$ cat config.mk
export PLATFORM = sky130hd
export DESIGN_NAME = led_scan
export DESIGN_NICKNAME = d
export VERILOG_FILES = /design/src/rtl/led_pkg.sv /design/src/rtl/hex7_decode.sv /design/src/rtl/led_scan.sv
export SDC_FILE = /design/constraint.sdc
export NUM_CORES = 1
export LEC_CHECK = 0
export ABC_AREA = 1
export ABC_CLOCK_PERIOD_IN_PS = 2100
export CAP_MARGIN = 20
export CORE_ASPECT_RATIO = 1.25
export CORE_MARGIN = 2
export CORE_UTILIZATION = 40
export DETAILED_ROUTE_END_ITERATION = 10
export PLACE_DENSITY = 0.65
export SYNTH_ARGS = -nofsm -noshare
export SYNTH_HDL_FRONTEND = slang
export SYNTH_HIERARCHICAL = 1
export SYNTH_SLANG_ARGS = --single-unit
$ cat constraint.sdc
create_clock -name clk -period 2.1 [get_ports clk]
set_input_delay 0.315 -clock clk [delete_from_list [all_inputs] [get_ports clk]]
set_output_delay 0.315 -clock clk [all_outputs]
set_load 0.1 [all_outputs]
$ cat src/rtl/led_pkg.sv
// Shared constants for the 7-segment scan driver: hex glyph table and segment bit positions.
// Latency: n/a (constants and a pure lookup function).
// Backpressure: n/a.
package led_pkg;

  // Segment bit positions inside the 8-bit active-high segment word.
  localparam int SEG_A_BIT  = 7;
  localparam int SEG_B_BIT  = 6;
  localparam int SEG_C_BIT  = 5;
  localparam int SEG_D_BIT  = 4;
  localparam int SEG_E_BIT  = 3;
  localparam int SEG_F_BIT  = 2;
  localparam int SEG_G_BIT  = 1;
  localparam int SEG_DP_BIT = 0;

  // All segments dark, active-high sense.
  localparam logic [7:0] SEG_OFF = 8'h00;

  // Only the decimal point survives when a digit is blanked.
  localparam logic [7:0] SEG_DP_MASK = 8'h01;

  // Hex glyphs, bit7..bit1 = a..g, bit0 (dp) always clear here.
  localparam logic [7:0] SEG_HEX [16] = '{
    8'hFC, 8'h60, 8'hDA, 8'hF2,   // 0 1 2 3
    8'h66, 8'hB6, 8'hBE, 8'hE0,   // 4 5 6 7
    8'hFE, 8'hF6, 8'hEE, 8'h3E,   // 8 9 A b
    8'h9C, 8'h7A, 8'h9E, 8'h8E    // C d E F
  };

  function automatic logic [7:0] seg_lookup(input logic [3:0] nib);
    return SEG_HEX[nib];
  endfunction

endpackage

$ cat src/rtl/hex7_decode.sv
// Nibble plus decimal point to active-high 7-segment word.
// Latency: combinational, zero cycles.
// Backpressure: none; pure function of its inputs.
//   nib_i  : hex digit to display
//   dp_i   : decimal point request
//   segs_o : bit7..bit1 = a..g, bit0 = dp, active-high
module hex7_decode
  import led_pkg::*;
(
  input  logic [3:0] nib_i,
  input  logic       dp_i,
  output logic [7:0] segs_o
);

  always_comb begin
    segs_o             = seg_lookup(nib_i);
    segs_o[SEG_DP_BIT] = segs_o[SEG_DP_BIT] | dp_i;
  end

endmodule

$ cat src/rtl/led_scan.sv
// Time-multiplexed 7-segment scanner: shadows a packed hex value and lights one digit per slot.
// Latency: outputs registered, lag scan state by one cycle; load visible at the next output edge.
// Backpressure: none; load is a strobe and is always accepted, even coincident with a slot wrap.
//   clk, rst_n        : clock and synchronous active-low reset
//   load, value,
//   dp_in, blank_lz   : shadow register write port
//   segs, an          : registered pin drivers (polarity set by parameters)
//   frame_done        : one-cycle pulse when the scan wraps back to digit 0
module led_scan
  import led_pkg::*;
#(
  parameter int DIGITS         = 8,
  parameter int CLK_DIV        = 50000,
  parameter int SEG_ACTIVE_LOW = 0,
  parameter int AN_ACTIVE_LOW  = 1
) (
  input  logic                  clk,
  input  logic                  rst_n,
  input  logic                  load,
  input  logic [4*DIGITS-1:0]   value,
  input  logic [DIGITS-1:0]     dp_in,
  input  logic                  blank_lz,
  output logic [7:0]            segs,
  output logic [DIGITS-1:0]     an,
  output logic                  frame_done
);

  localparam int IW = (DIGITS > 1) ? $clog2(DIGITS) : 1;
  localparam int DW = $clog2(CLK_DIV);

  localparam logic [DW-1:0]     DIV_LAST  = DW'(CLK_DIV - 1);
  localparam logic [IW-1:0]     IDX_LAST  = IW'(DIGITS - 1);
  localparam logic [7:0]        SEGS_IDLE = (SEG_ACTIVE_LOW != 0) ? 8'hFF : SEG_OFF;
  localparam logic [DIGITS-1:0] AN_IDLE   = (AN_ACTIVE_LOW != 0) ? {DIGITS{1'b1}} : {DIGITS{1'b0}};

  // Scan state
  logic [DW-1:0]       div_q,   div_d;
  logic [IW-1:0]       idx_q,   idx_d;

  // Shadow of the display register
  logic [4*DIGITS-1:0] value_q, value_d;
  logic [DIGITS-1:0]   dp_q,    dp_d;
  logic                blz_q,   blz_d;

  // Output registers
  logic [7:0]          segs_q,  segs_d;
  logic [DIGITS-1:0]   an_q,    an_d;
  logic                fd_q,    fd_d;

  logic                tick;
  logic [3:0]          cur_nib;
  logic                cur_dp;
  logic [7:0]          dec_segs;
  logic [7:0]          lit_segs;
  logic [DIGITS-1:0]   lz_mask;
  logic [DIGITS-1:0]   an_onehot;
  logic                blank_cur;

  hex7_decode u_dec (
    .nib_i  (cur_nib),
    .dp_i   (cur_dp),
    .segs_o (dec_segs)
  );

  // Scan counter and shadow next-state
  always_comb begin
    tick   = (div_q == DIV_LAST);
    div_d  = tick ? '0 : div_q + 1'b1;
    idx_d  = idx_q;
    if (tick) begin
      idx_d = (idx_q == IDX_LAST) ? '0 : idx_q + 1'b1;
    end
    fd_d    = tick && (idx_q == IDX_LAST);

    // A load landing on a wrap edge still updates the shadow; the two are independent.
    value_d = load ? value    : value_q;
    dp_d    = load ? dp_in    : dp_q;
    blz_d   = load ? blank_lz : blz_q;
  end

  // lz_mask[i] is set when digit i and every digit to its left hold zero.
  always_comb begin
    lz_mask = '0;
    for (int i = 0; i < DIGITS; i++) begin
      lz_mask[i] = ((value_q >> (4 * i)) == '0);
    end
  end

  // Digit selection, blanking and polarity for the next output register value
  always_comb begin
    cur_nib   = value_q[idx_q * 4 +: 4];
    cur_dp    = dp_q[idx_q];
    blank_cur = blz_q && (idx_q != '0) && lz_mask[idx_q];
    lit_segs  = blank_cur ? (dec_segs & SEG_DP_MASK) : dec_segs;

    an_onehot        = '0;
    an_onehot[idx_q] = 1'b1;

    // div==0 is the dead cycle that separates adjacent digits to stop ghosting.
    segs_d = SEGS_IDLE;
    an_d   = AN_IDLE;
    if (div_q != '0) begin
      segs_d = (SEG_ACTIVE_LOW != 0) ? ~lit_segs  : lit_segs;
      an_d   = (AN_ACTIVE_LOW  != 0) ? ~an_onehot : an_onehot;
    end
  end

  always_ff @(posedge clk) begin
    if (!rst_n) begin
      div_q   <= '0;
      idx_q   <= '0;
      value_q <= '0;
      dp_q    <= '0;
      blz_q   <= 1'b0;
      segs_q  <= SEGS_IDLE;
      an_q    <= AN_IDLE;
      fd_q    <= 1'b0;
    end else begin
      div_q   <= div_d;
      idx_q   <= idx_d;
      value_q <= value_d;
      dp_q    <= dp_d;
      blz_q   <= blz_d;
      segs_q  <= segs_d;
      an_q    <= an_d;
      fd_q    <= fd_d;
    end
  end

  assign segs       = segs_q;
  assign an         = an_q;
  assign frame_done = fd_q;

endmodule
==> results.sh, run 1 <==
export IMPL_min_period_ps=1950
export IMPL_rsz0062_at_grt="true"
export IMPL_die_y_um=110
export IMPL_ant_nets=0
export IMPL_critPathLaunchType="flip-flop"
export IMPL_clock_sinks=77
export IMPL_dieArea_um2=9830
export IMPL_synthArstFlopShare_pct=0
export IMPL_maxCapViolCount=0
export IMPL_worst_pin_slew_ps=463
export IMPL_yosys_top_cells_count="92 x nand2_1, 90 x nor2_1, 77 x dfxtp_1"
export IMPL_num_antenna_cells=0
export IMPL_min_period_over_period_pct=92.7
export IMPL_switching_power_mw=0.941
export IMPL_holdWs_ps=478
export IMPL_drive_above_1_share_pct=17.3
export IMPL_synth_avg_cell_area_um2=7.22
export IMPL_htree_levels=3
export IMPL_crit_required_ps=2390
export IMPL_vdd_drop_max_mv=0.391
export IMPL_rr_worst_depth=15
export IMPL_clock_skew_ps=11.4
export IMPL_synth_top_family_by_area="simple AND/OR/NAND/NOR gates"
export IMPL_synth_edff_count=0
export IMPL_yosys_area_share_simple_pct=28.8
export IMPL_wl_per_cell_um=12.7
export IMPL_cellLeakagePower_nw=2.02
export IMPL_synth_top_cell_by_area="dfxtp_1"
export IMPL_switching_share_pct=29.2
export IMPL_clkPwrFrac_pct=34.9
export IMPL_slew_headroom_pct=68.8
export IMPL_drt_iter0_markers=183
export IMPL_syn_area_um2=3620
export IMPL_clkTransAtPathRegs_ps=80
export IMPL_status="completed"
export IMPL_critPathKind="flip-flop to flip-flop"
export IMPL_synthFlopType="dfxtp_1"
export IMPL_synth_fa_ha_area_share_pct=4.15
export IMPL_synth_seq_cells=77
export IMPL_first_pass_iters=4
export IMPL_fin_cells=698
export IMPL_fin_nets=629
export IMPL_io_pins=61
export IMPL_netlist_cell_type_count=38
export IMPL_yosysSeqAreaShare_pct=42.6
export IMPL_holdBufCountCts=0
export IMPL_pwr_share_comb_pct=16.3
export IMPL_muxShareOfSynthArea_pct=0
export IMPL_worstSkewPairLatency_ps=350
export IMPL_cts_tree="built"
export IMPL_grt_pass1_wl_mm=14.2
export IMPL_vias=3374
export IMPL_hold_depth=1
export IMPL_synth_compound_area_share_pct=15.2
export IMPL_hold_viol_final=0
export IMPL_end_kind="flip-flop"
export IMPL_setup_viol=0
export IMPL_viasPerCell=4.83
export IMPL_seq_power_share_pct=48.8
export IMPL_power_density_nw_per_um2=695
export IMPL_place_congestion=0.867
export IMPL_synthTopCellsByArea="dfxtp_1 43%, nand2_1 9.5%, nor2_1 9.3%"
export IMPL_cts_buffers=9
export IMPL_hpwl_mm=6.73
export IMPL_drc=0
export IMPL_syn_inst=501
export IMPL_fmax_mhz=514
export IMPL_placed_cells=681
export IMPL_start_util_pct=41.4
export IMPL_syn_nets=557
export IMPL_synth_xor_area_share_pct=0.968
export IMPL_clockRootBuffer="clkbuf_8"
export IMPL_rows=38
export IMPL_grt_max_degree=36
export IMPL_synth_top_area_share_pct=42.6
export IMPL_cp_arrival_ps=2240
export IMPL_max_clock_path_buffers=2
export IMPL_hp_class="flip-flop to flip-flop"
export IMPL_drv_slew=0
export IMPL_p_int_mw=2.29
export IMPL_grt_pass1_vias=3125
export IMPL_antenna_found_initial=0
export IMPL_finalWirelength_mm=8.83
export IMPL_die_width_um=89.1
export IMPL_core_um2=8750
export IMPL_grt_ovfl_total=0
export IMPL_yosysMostFrequentCell="nand2_1"
export IMPL_grt_use_total_pct=18.9
export IMPL_critPathMaxFanout=4
export IMPL_port_buffers=60
export IMPL_area_growth_pct=28.3
export IMPL_ys_warn_count=6
## power by group through the flow
stage,Clock (mW),Sequential [mW],Combinational (mW)
after CTS,1.15,1.58,0.519
final,1.13,1.58,0.526
after global routing,1.21,1.58,0.582
after global placement,0,1.61,0.511
after floorplan,0,1.71,0.232
after detailed placement,0,1.61,0.517
## flip-flops by register name (all words and copies together), names as in the netlist
| register | flops |
|---|---|
| value_q | 32 |
| div_q | 16 |
| an | 8 |
| dp_q | 8 |
| segs | 8 |
| idx_q | 3 |
| blz_q | 1 |
| frame_done | 1 |
## timing repair
item | CTS | global route
setup buffers | 0 | 1
resized for setup | 2 | 20
pin swaps | 0 | 2
setup endpoints to repair | 1 | 7
hold endpoints to repair | 0 | 0
## worst paths after layout
| kind | endpoint | startpoint | slack, ps |
|---|---|---|---|
| min reg2reg | div_q[0]$_SDFF_PP0_ | div_q[0]$_SDFF_PP0_ | 480 |
| max | segs[4]$_SDFF_PP0_ | idx_q[2]$_SDFFE_PN0N_ | 150 |
| min | div_q[0]$_SDFF_PP0_ | div_q[0]$_SDFF_PP0_ | 480 |
| max reg2reg | segs[4]$_SDFF_PP0_ | idx_q[2]$_SDFFE_PN0N_ | 150 |
## cells by family after synthesis
group,Yosys count
adders and majority gates,12
buffers and inverters,75
and+or+nand+nor,235
DFF,77
AOI/OAI and AO/OA,98
xor gates and xnor gates,4
## final cells by class
type                            instances  area, um^2
Inverter                               58         220
Tap cell                              120         150
Clock buffer                           10         128
Clock inverter                          6        71.3
Multi-Input combinational cell        349        1830
Fill cell                             908        4110
Timing Repair Buffer                   78         693
Sequential cell                        77        1550
## cells in the final DEF (no fill, tap or decap), types with 3 or more instances in the layout
cell and count:
a21oi_1 29, a221oi_1 4, buf_4 35, clkbuf_8 9, clkdlybuf4s50_1 43, dfxtp_1 74
dfxtp_4 3, ha_1 10, inv_1 48, inv_2 9, nand2_1 88, nand2_2 11
nand3_1 12, nand4_1 6, nor2_1 89, nor2_2 12, nor3_1 3, o21ai_0 46
o22ai_1 6, xor2_1 3
## worst max-delay path, cell delays in order (launching register included)
cell     delay [ps]
dfxtp_4         370
inv_2            60
nand2_4         100
nor2_2           70
a22o_1          220
a21oi_2         110
nand4_1         190
buf_4           200
ha_1            180
inv_2            60
nand2_1          50
nand2_1          70
nand2_1          50
nand2_1          50
inv_1            40
nor2_2           80
## stage by stage
step / area (um^2) / worst slack (ps) / utilization [%] / TNS [ps] / total power [mW]
global route: 4640 / 10.7 / 53.1 / 0 / 3.38
floorplan: 3620 / 52.5 / - / 0 / 1.95
detailed placement: 4380 / -26.5 / 50.0 / -26.5 / 2.13
finish: 4640 / 153 / 53.1 / 0 / 3.23
global placement: 4380 / 52.9 / 50.0 / 0 / 2.12
CTS: 4580 / 18.5 / 52.3 / 0 / 3.25
## per-layer routing
metal | vias up | track usage, % | wire (um)
li1 | 1752 | - | -
met1 | 1533 | 22.3 | 3710
met2 | 72 | 33.5 | 4530
met3 | 17 | 3.20 | 413
met4 | 0 | 7.68 | 184
met5 | - | 0 | 0
(Power assumes the default switching activity.)
==> inputs of run 2 (changes only) <==
--- a/config.mk
+++ b/config.mk
@@ -13,6 +13,7 @@
 export CORE_UTILIZATION = 40
 export DETAILED_ROUTE_END_ITERATION = 10
 export PLACE_DENSITY = 0.65
+export SLEW_MARGIN = 10
 export SYNTH_ARGS = -nofsm -noshare
 export SYNTH_HDL_FRONTEND = slang
 export SYNTH_HIERARCHICAL = 1
==> results of run 2 <==
Final layout, timing and power as in run 1 (identical DEF).
